**config.mk**
```make
export PLATFORM = sky130hd
export DESIGN_NAME = fft_stage_sequencer
export DESIGN_NICKNAME = d
export VERILOG_FILES = /design/src/rtl/fft_pkg.sv /design/src/rtl/fft_stage_sequencer.sv
export SDC_FILE = /design/constraint.sdc
export NUM_CORES = 1
export LEC_CHECK = 0
export CAP_MARGIN = 15
export CORE_UTILIZATION = 50
export CTS_BUF_LIST = sky130_fd_sc_hd__clkbuf_4 sky130_fd_sc_hd__clkbuf_8
export DETAILED_ROUTE_END_ITERATION = 12
export DONT_BUFFER_PORTS = 1
export PLACE_DENSITY = 0.73
export SLEW_MARGIN = 10
export SYNTH_ARGS = -nofsm -noshare
export SYNTH_HDL_FRONTEND = slang
export SYNTH_SLANG_ARGS = --single-unit
```
**constraint.sdc**
```tcl
create_clock -name clk -period 1.68 [get_ports clk]
set_input_delay 0.336 -clock clk [delete_from_list [all_inputs] [get_ports clk]]
set_output_delay 0.336 -clock clk [all_outputs]
set_load 0.1 [all_outputs]
```
**src/rtl/fft_pkg.sv**
```systemverilog
// Shared constants for the 32-point radix-2 FFT datapath and the stage sequencer
// state encoding.
package fft_pkg;

    localparam int NUMSTAGES  = 5;
    localparam int NUMSAMPLES = 1 << NUMSTAGES;
    localparam int WORDSIZE   = 16;
    localparam int WL         = WORDSIZE;
    localparam int IWL        = 4;
    localparam int FWL        = WL - IWL;

    // Butterfly index width per stage: NUMSAMPLES/2 butterflies over a 2-wide datapath.
    function automatic int cnt_width(input int num_stages);
        return num_stages - 2;
    endfunction

    localparam int CNT_W   = cnt_width(NUMSTAGES);
    localparam int STAGE_W = 3;
    localparam int DRAIN_W = 4;

    typedef enum logic [1:0] {
        SEQ_IDLE  = 2'd0,
        SEQ_RUN   = 2'd1,
        SEQ_DRAIN = 2'd2,
        SEQ_DONE  = 2'd3
    } seq_state_e;

endpackage

```
**src/rtl/fft_stage_sequencer.sv**
```systemverilog
// Walks every FFT stage after one start pulse, producing the counter_r/stage_num_r
// sequence for mux_control with a pipeline-drain gap between stages.
module fft_stage_sequencer #(
    parameter int NUMSTAGES = fft_pkg::NUMSTAGES,
    parameter int CNT_W     = fft_pkg::cnt_width(NUMSTAGES),
    parameter int PIPE_LAT  = 2
) (
    input  logic             clk,
    input  logic             rst,
    input  logic             start,
    input  logic             stall,
    output logic [CNT_W-1:0] counter_r,
    output logic [2:0]       stage_num_r,
    output logic             run_en,
    output logic             bank_sel,
    output logic             busy,
    output logic             done,
    output logic [1:0]       state_dbg
);
    import fft_pkg::*;

    localparam logic [CNT_W-1:0]   CNT_MAX    = {CNT_W{1'b1}};
    localparam logic [2:0]         LAST_STAGE = 3'(NUMSTAGES - 1);
    localparam logic [DRAIN_W-1:0] DRAIN_LAST = DRAIN_W'((PIPE_LAT > 0) ? PIPE_LAT - 1 : 0);

    // Handshake: start is a level sampled only while IDLE; stall freezes RUN/DRAIN
    // for every cycle it is high. Neither is acknowledged.
    seq_state_e         state_q, state_d;
    logic [CNT_W-1:0]   cnt_q, cnt_d;
    logic [2:0]         stage_q, stage_d;
    logic               bank_q, bank_d;
    logic [DRAIN_W-1:0] drain_q, drain_d;
    logic               start_q, start_d;
    logic               stall_q, stall_d;
    logic               advance;

    always_ff @(posedge clk) begin
        if (rst) begin
            state_q <= SEQ_IDLE;
            cnt_q   <= '0;
            stage_q <= '0;
            bank_q  <= 1'b0;
            drain_q <= '0;
            start_q <= 1'b0;
            stall_q <= 1'b0;
        end else begin
            state_q <= state_d;
            cnt_q   <= cnt_d;
            stage_q <= stage_d;
            bank_q  <= bank_d;
            drain_q <= drain_d;
            start_q <= start_d;
            stall_q <= stall_d;
        end
    end

    always_comb begin
        state_d = state_q;
        cnt_d   = cnt_q;
        stage_d = stage_q;
        bank_d  = bank_q;
        drain_d = drain_q;
        start_d = 1'b0;
        stall_d = stall && ((state_q == SEQ_RUN) || (state_q == SEQ_DRAIN));
        advance = 1'b0;

        case (state_q)
            SEQ_IDLE: begin
                if (start_q) begin
                    state_d = SEQ_RUN;
                    cnt_d   = '0;
                    stage_d = '0;
                    bank_d  = 1'b0;
                end else begin
                    start_d = start;
                end
            end
            SEQ_RUN: begin
                if (!stall) begin
                    if (cnt_q == CNT_MAX) begin
                        if (PIPE_LAT > 0) begin
                            state_d = SEQ_DRAIN;
                            drain_d = '0;
                        end else begin
                            advance = 1'b1;
                        end
                    end else begin
                        cnt_d = cnt_q + CNT_W'(1);
                    end
                end
            end
            SEQ_DRAIN: begin
                if (!stall) begin
                    if (drain_q == DRAIN_LAST) begin
                        advance = 1'b1;
                    end else begin
                        drain_d = drain_q + DRAIN_W'(1);
                    end
                end
            end
            SEQ_DONE: begin
                state_d = SEQ_IDLE;
            end
            default: begin
                state_d = SEQ_IDLE;
            end
        endcase

        // The counter wraps only here, never by free-running past CNT_MAX.
        if (advance) begin
            drain_d = '0;
            cnt_d   = '0;
            if (stage_q < LAST_STAGE) begin
                state_d = SEQ_RUN;
                stage_d = stage_q + 3'd1;
                bank_d  = ~bank_q;
            end else begin
                state_d = SEQ_DONE;
                stage_d = '0;
                bank_d  = 1'b0;
            end
        end
    end

    always_comb begin
        run_en      = (state_q == SEQ_RUN) && !stall_q;
        busy        = (state_q == SEQ_RUN) || (state_q == SEQ_DRAIN);
        done        = (state_q == SEQ_DONE);
        counter_r   = cnt_q;
        stage_num_r = stage_q;
        bank_sel    = bank_q;
        state_dbg   = state_q;
    end

endmodule

```
Word level (Yosys, flattened, before mapping)
Cells that the tools add are included.
- add/subtract/negate cells: 3
- multipliers: 0
- div/mod/pow operators: 0
- $lt $le $gt $ge: 1
- eq/ne operators: 14
- shift operators: 0
- multiplexer cells: 25
- bitwise gates (word level): 2
- reduce and logical (&&, ||, !) cells: 16
- operator list (cell ; number):
    $mux 3 ; 6
    $mux 4 ; 4
    $ne 2x2->1 const B ; 6
    $mux 2 ; 5
    $ne 3x3->1 const B ; 3
    $pmux 4 s2 ; 1
    $reduce_and 4->1 ; 2
    $reduce_bool 2->1 ; 4
    $mux 1 ; 7
    $add 3x1->3 const B ; 2
    $pmux 2 s3 ; 1
    $pmux 3 s2 ; 1
    $reduce_and 5->1 ; 1
    $add 4x1->4 const B ; 1
    $eq 2x2->1 const B ; 2
    $eq 4x1->1 const B ; 1
    $reduce_bool 4->1 ; 1
    $eq 3x3->1 const B ; 1
    $lt 3x3->1 const B ; 1
    $reduce_or 3->1 ; 1
    $eq 2x1->1 const B ; 1
    $logic_and 1x1->1 ; 2
    $logic_not 2->1 ; 1
    $not 1->1 ; 2
    other kinds (4) ; 4
- flip-flop bits (word level): 15
- latch bits: 0
- bits in writable memories: 0
- bits in read-only memories: 0
- output and inout port bits: 12
- word-level logic and storage cells: 68
- memories kept: 0

Logic depth before layout (Yosys ltp)
- word-level depth: 6
- mapped depth: 7
- depth with buffers taken out: 6

Worst setup path before layout
No wires, ideal clock.
- path type: reg-to-output
- start point: register state_q[0] (netlist: state_dbg[0])
- end point: output run_en
- arrival: 2.794 ns
- data required time: 1.344 ns
- slack: -1.450 ns
- stages on the path, launching flop included: 4
- buffers on the path: 1
- cells stage by stage: dfxtp_1 ha_1 buf_4 nor2b_1
- word-level cells in the longest chain between the ends: 2
- ends and longest elaborated chain (item ; line ; RTL):
    from (decl) ; fft_stage_sequencer.sv:28 ; seq_state_e state_q, state_d;
    from (signal assigned) ; fft_stage_sequencer.sv:47 ; state_q <= state_d;
    $eq 2x1->1 ; fft_stage_sequencer.sv:126 ; run_en = (state_q == SEQ_RUN) && !stall_q;
    $logic_and 1x1->1 ; fft_stage_sequencer.sv:126 ;
    to (decl) ; fft_stage_sequencer.sv:14 ; output logic run_en,
No other way between the ends.

Final worst setup path
- start point: register state_q[0] (netlist: state_dbg[0])
- end point: output busy
- word-level cells in the longest chain between the ends: 2
- elaborated cells on any way between the ends: 3
- ends and longest elaborated chain (item ; line ; RTL):
    $eq 2x1->1 / $eq 2x2->1 (equally long branches) ; fft_stage_sequencer.sv:127 ; busy = (state_q == SEQ_RUN) || (state_q == SEQ_DRAIN);
    $logic_or 1x1->1 (*) ; fft_stage_sequencer.sv:127 ;
    to (decl) ; fft_stage_sequencer.sv:16 ; output logic busy,
Mark *: on every way between the ends. The rest lies on a longest branch, timed or not.

==> qor.csv <==
metric,value,unit
growth of design area from synthesis to finish,26.05,%
per-instance average area after synthesis,9.398,um^2
worst max-slew margin expressed relative to the limit,0.7643,
Crit path arrival time,1.28,ns
IO Count,16,
instance count of the mapped netlist,92,
post-layout net count,122,
cell area after synthesis,864.6,um^2
pwr/cell area,1135,nW/um^2
total vias in the final route,703,
Site Rows,14,
Slew Limit Fails,0,
Clock Tree Root,sky130_fd_sc_hd__clkbuf_4,
Die Outline Area,1900,um^2
number of enable flip-flop cells after synthesis,0,
# hold bufs at CTS,0,
Final period util,0.9599,
average wire per cell in the routed design,13.33,um
async set-reset flop share out of synthesis,0,
number of synthesized register bits,15,
CP required,1.34,ns
share of Yosys cell area claimed by the top area cell type,0.3473,
remaining global-route overflow,0,
clock tree skew after final layout,0.0004783,ns
number of CTS-inserted buffers,3,
TritonCTS clock tree,done,
detailed router's first-iteration violation count,12,
critical path peak fanout,6,
number of search-and-repair iterations in the first detailed-routing pass,7,
clock-pin slew reported for the worst setup and hold paths after clock tree synthesis,0.09,ns
number of global-route vias before repair,699,
maximum number of pins on one net before global-route repair,13,
Synth area leader,sky130_fd_sc_hd__dfxtp_1,
number of diodes added for antenna fixing,0,
port buffer count,0,
crit path kind,reg -> out,
global-route wire length before repair,2863,um
vias per cell,5.669,
Slew @ Worst Pin,0.3437,ns
count of antenna-violating nets left after detailed routing,0,
overall routing resource usage,0.2031,
Commonest cells post-synth,"sky130_fd_sc_hd__dfxtp_1 (15), sky130_fd_sc_hd__ha_1 (9), sky130_fd_sc_hd__nor2_1 (9)",
number of antenna violations at the first check in global routing,0,
unrepaired setup endpoints after global routing,no,
global placement routability congestion,0.8123,
proportion of layout cells with a drive suffix above 1,0.3426,
core area,1559,um^2
most used flip-flop cell after synthesis,sky130_fd_sc_hd__dfxtp_1,
portion of the post-synthesis area used by sequential elements,0.3473,
kind of path behind the tightest hold check,in -> reg,
DR DRC count,1,
wire length reported by the detailed router,1653,um
horizontal die dimension,43.59,um
synth top area cells,"sky130_fd_sc_hd__dfxtp_1 (35%), sky130_fd_sc_hd__ha_1 (13%), sky130_fd_sc_hd__mux2i_1 (6.9%)",
number of endpoints with negative hold slack in the final report,0,
number of clock sinks,15,
number of H-tree levels,1,
result of the run,"complete, but fails checks",
clock buffer depth,2,
Cell variety after synth,33,
number of max-capacitance violations reported,0,
Worst Hold Margin,0.1017,ns
net count after synthesis,105,
Synth Warn #,0,
worst-case vdd ir drop,0.001107,V
most instantiated library cell after synthesis,sky130_fd_sc_hd__dfxtp_1,
maximum clock rate,620.1,MHz
kind of end point of the critical path,primary output,
starting density of the core,0.5546,
sum of net half-perimeters after detailed placement,1252,um
Period minus WS final,1.613,ns
pre-CTS setup slack,0.1577,ns
vertical die dimension,43.59,um
Final setup viols,0,
Leak,0.0004472,uW
Clock Latency Late Sink,0.29,ns
total power of the final layout,1237,uW
final worst-path setup slack,0.06739,ns
Worst setup SP type,register,
violations in the final reports,DRC,
[path summary, 6_finish.rpt]
check,start,endpoint,slack (ns),cells after the start
worst max-delay path,state_dbg[0]$_SDFFE_PP0P_,busy,0.07,3
worst min-delay path,rst,state_dbg[0]$_SDFFE_PP0P_,0.10,1
worst max register to register,state_dbg[1]$_SDFFE_PP0P_,counter_r[0]$_SDFFE_PP0P_,0.13,7
worst min register to register,stage_num_r[2]$_SDFFE_PP0P_,stage_num_r[2]$_SDFFE_PP0P_,0.51,2
[where the power goes]
| part | internal (uW) | switching [uW] | total (uW) | leakage, uW |
|---|---|---|---|---|
| combinational | 233 | 372 | 605 | 0.000304 |
| clock | 109 | 118 | 227 | 0.0000184 |
| sequential | 377 | 28.8 | 406 | 0.000125 |
| total | 719 | 518 | 1240 | 0.000447 |
[cell usage in the layout, fill, tap and decap left out, drive strengths merged, types with 3 or more instances in the layout]
| cell type | n |
|---|---|
| o21ai | 3 |
| xnor2 | 3 |
| nand2 | 3 |
| ha | 9 |
| buf | 15 |
| inv | 5 |
| mux2i | 6 |
| and2 | 3 |
| clkbuf | 4 |
| nor2 | 10 |
| nor3 | 7 |
| dfxtp | 15 |
| a21oi | 6 |
[registers in the layout (all words and copies together), names as in the netlist]
signal / count
drain_q: 4
counter_r: 3
stage_num_r: 3
state_dbg: 2
bank_sel: 1
stall_q: 1
start_q: 1
[what timing repair did]
action                     in CTS  in global routing
gates resized for setup         0                  0
setup endpoints to repair       0                  1
buffers inserted                0                  3
[worst max-delay path: stages (launching register included)]
cell and delay (ns):
sky130_fd_sc_hd__dfxtp_4 0.41, sky130_fd_sc_hd__inv_1 0.07, sky130_fd_sc_hd__ha_2 0.34, sky130_fd_sc_hd__buf_12 0.17
[kinds of logic (layout without fill, tap and decap cells)]
kind of cell / after synthesis / in the layout / share of synthesized area
buffers and inverters: 8 / 24 / 0.04052
multiplexers: 7 / 7 / 0.08249
adder cells (fa/ha/maj): 9 / 9 / 0.1302
AO/OA/AOI/OAI: 14 / 14 / 0.09985
XOR/XNOR: 3 / 3 / 0.03040
AND/OR/NAND/NOR: 36 / 36 / 0.2692
flip-flops: 15 / 15 / 0.3473
[per-layer routing]
metal | vias to the layer above | wire length (um) | track usage | share of wire
met1 | 331 | 775 | 0.2481 | 0.47
li1 | 353 | - | - | -
met4 | 0 | 22 | 0.09375 | 0.013
met3 | 2 | 74 | 0.04167 | 0.045
met2 | 17 | 780 | 0.3403 | 0.47
met5 | - | 0 | 0 | 0
[per-stage QoR]
step,cell area (um^2),TNS [ns],std cells,util
after floorplan,922.1,-0.03427,92,-
after global placement,1037,0,117,0.6653
after detailed placement,1037,0,117,0.6653
after CTS,1067,0,121,0.6846
after global routing,1090,0,124,0.6990
final,1090,0,124,0.6990
[final cells by class]
type	instances	area [um^2]
well taps	16	20.02
multi-input cells	69	566.8
clock buffers	4	30.03
repair buffers	15	137.6
flip-flops and latches	15	316.6
inverters	5	18.77
fillers	126	469.2
Note: power is estimated with default switching activity, not from simulation.
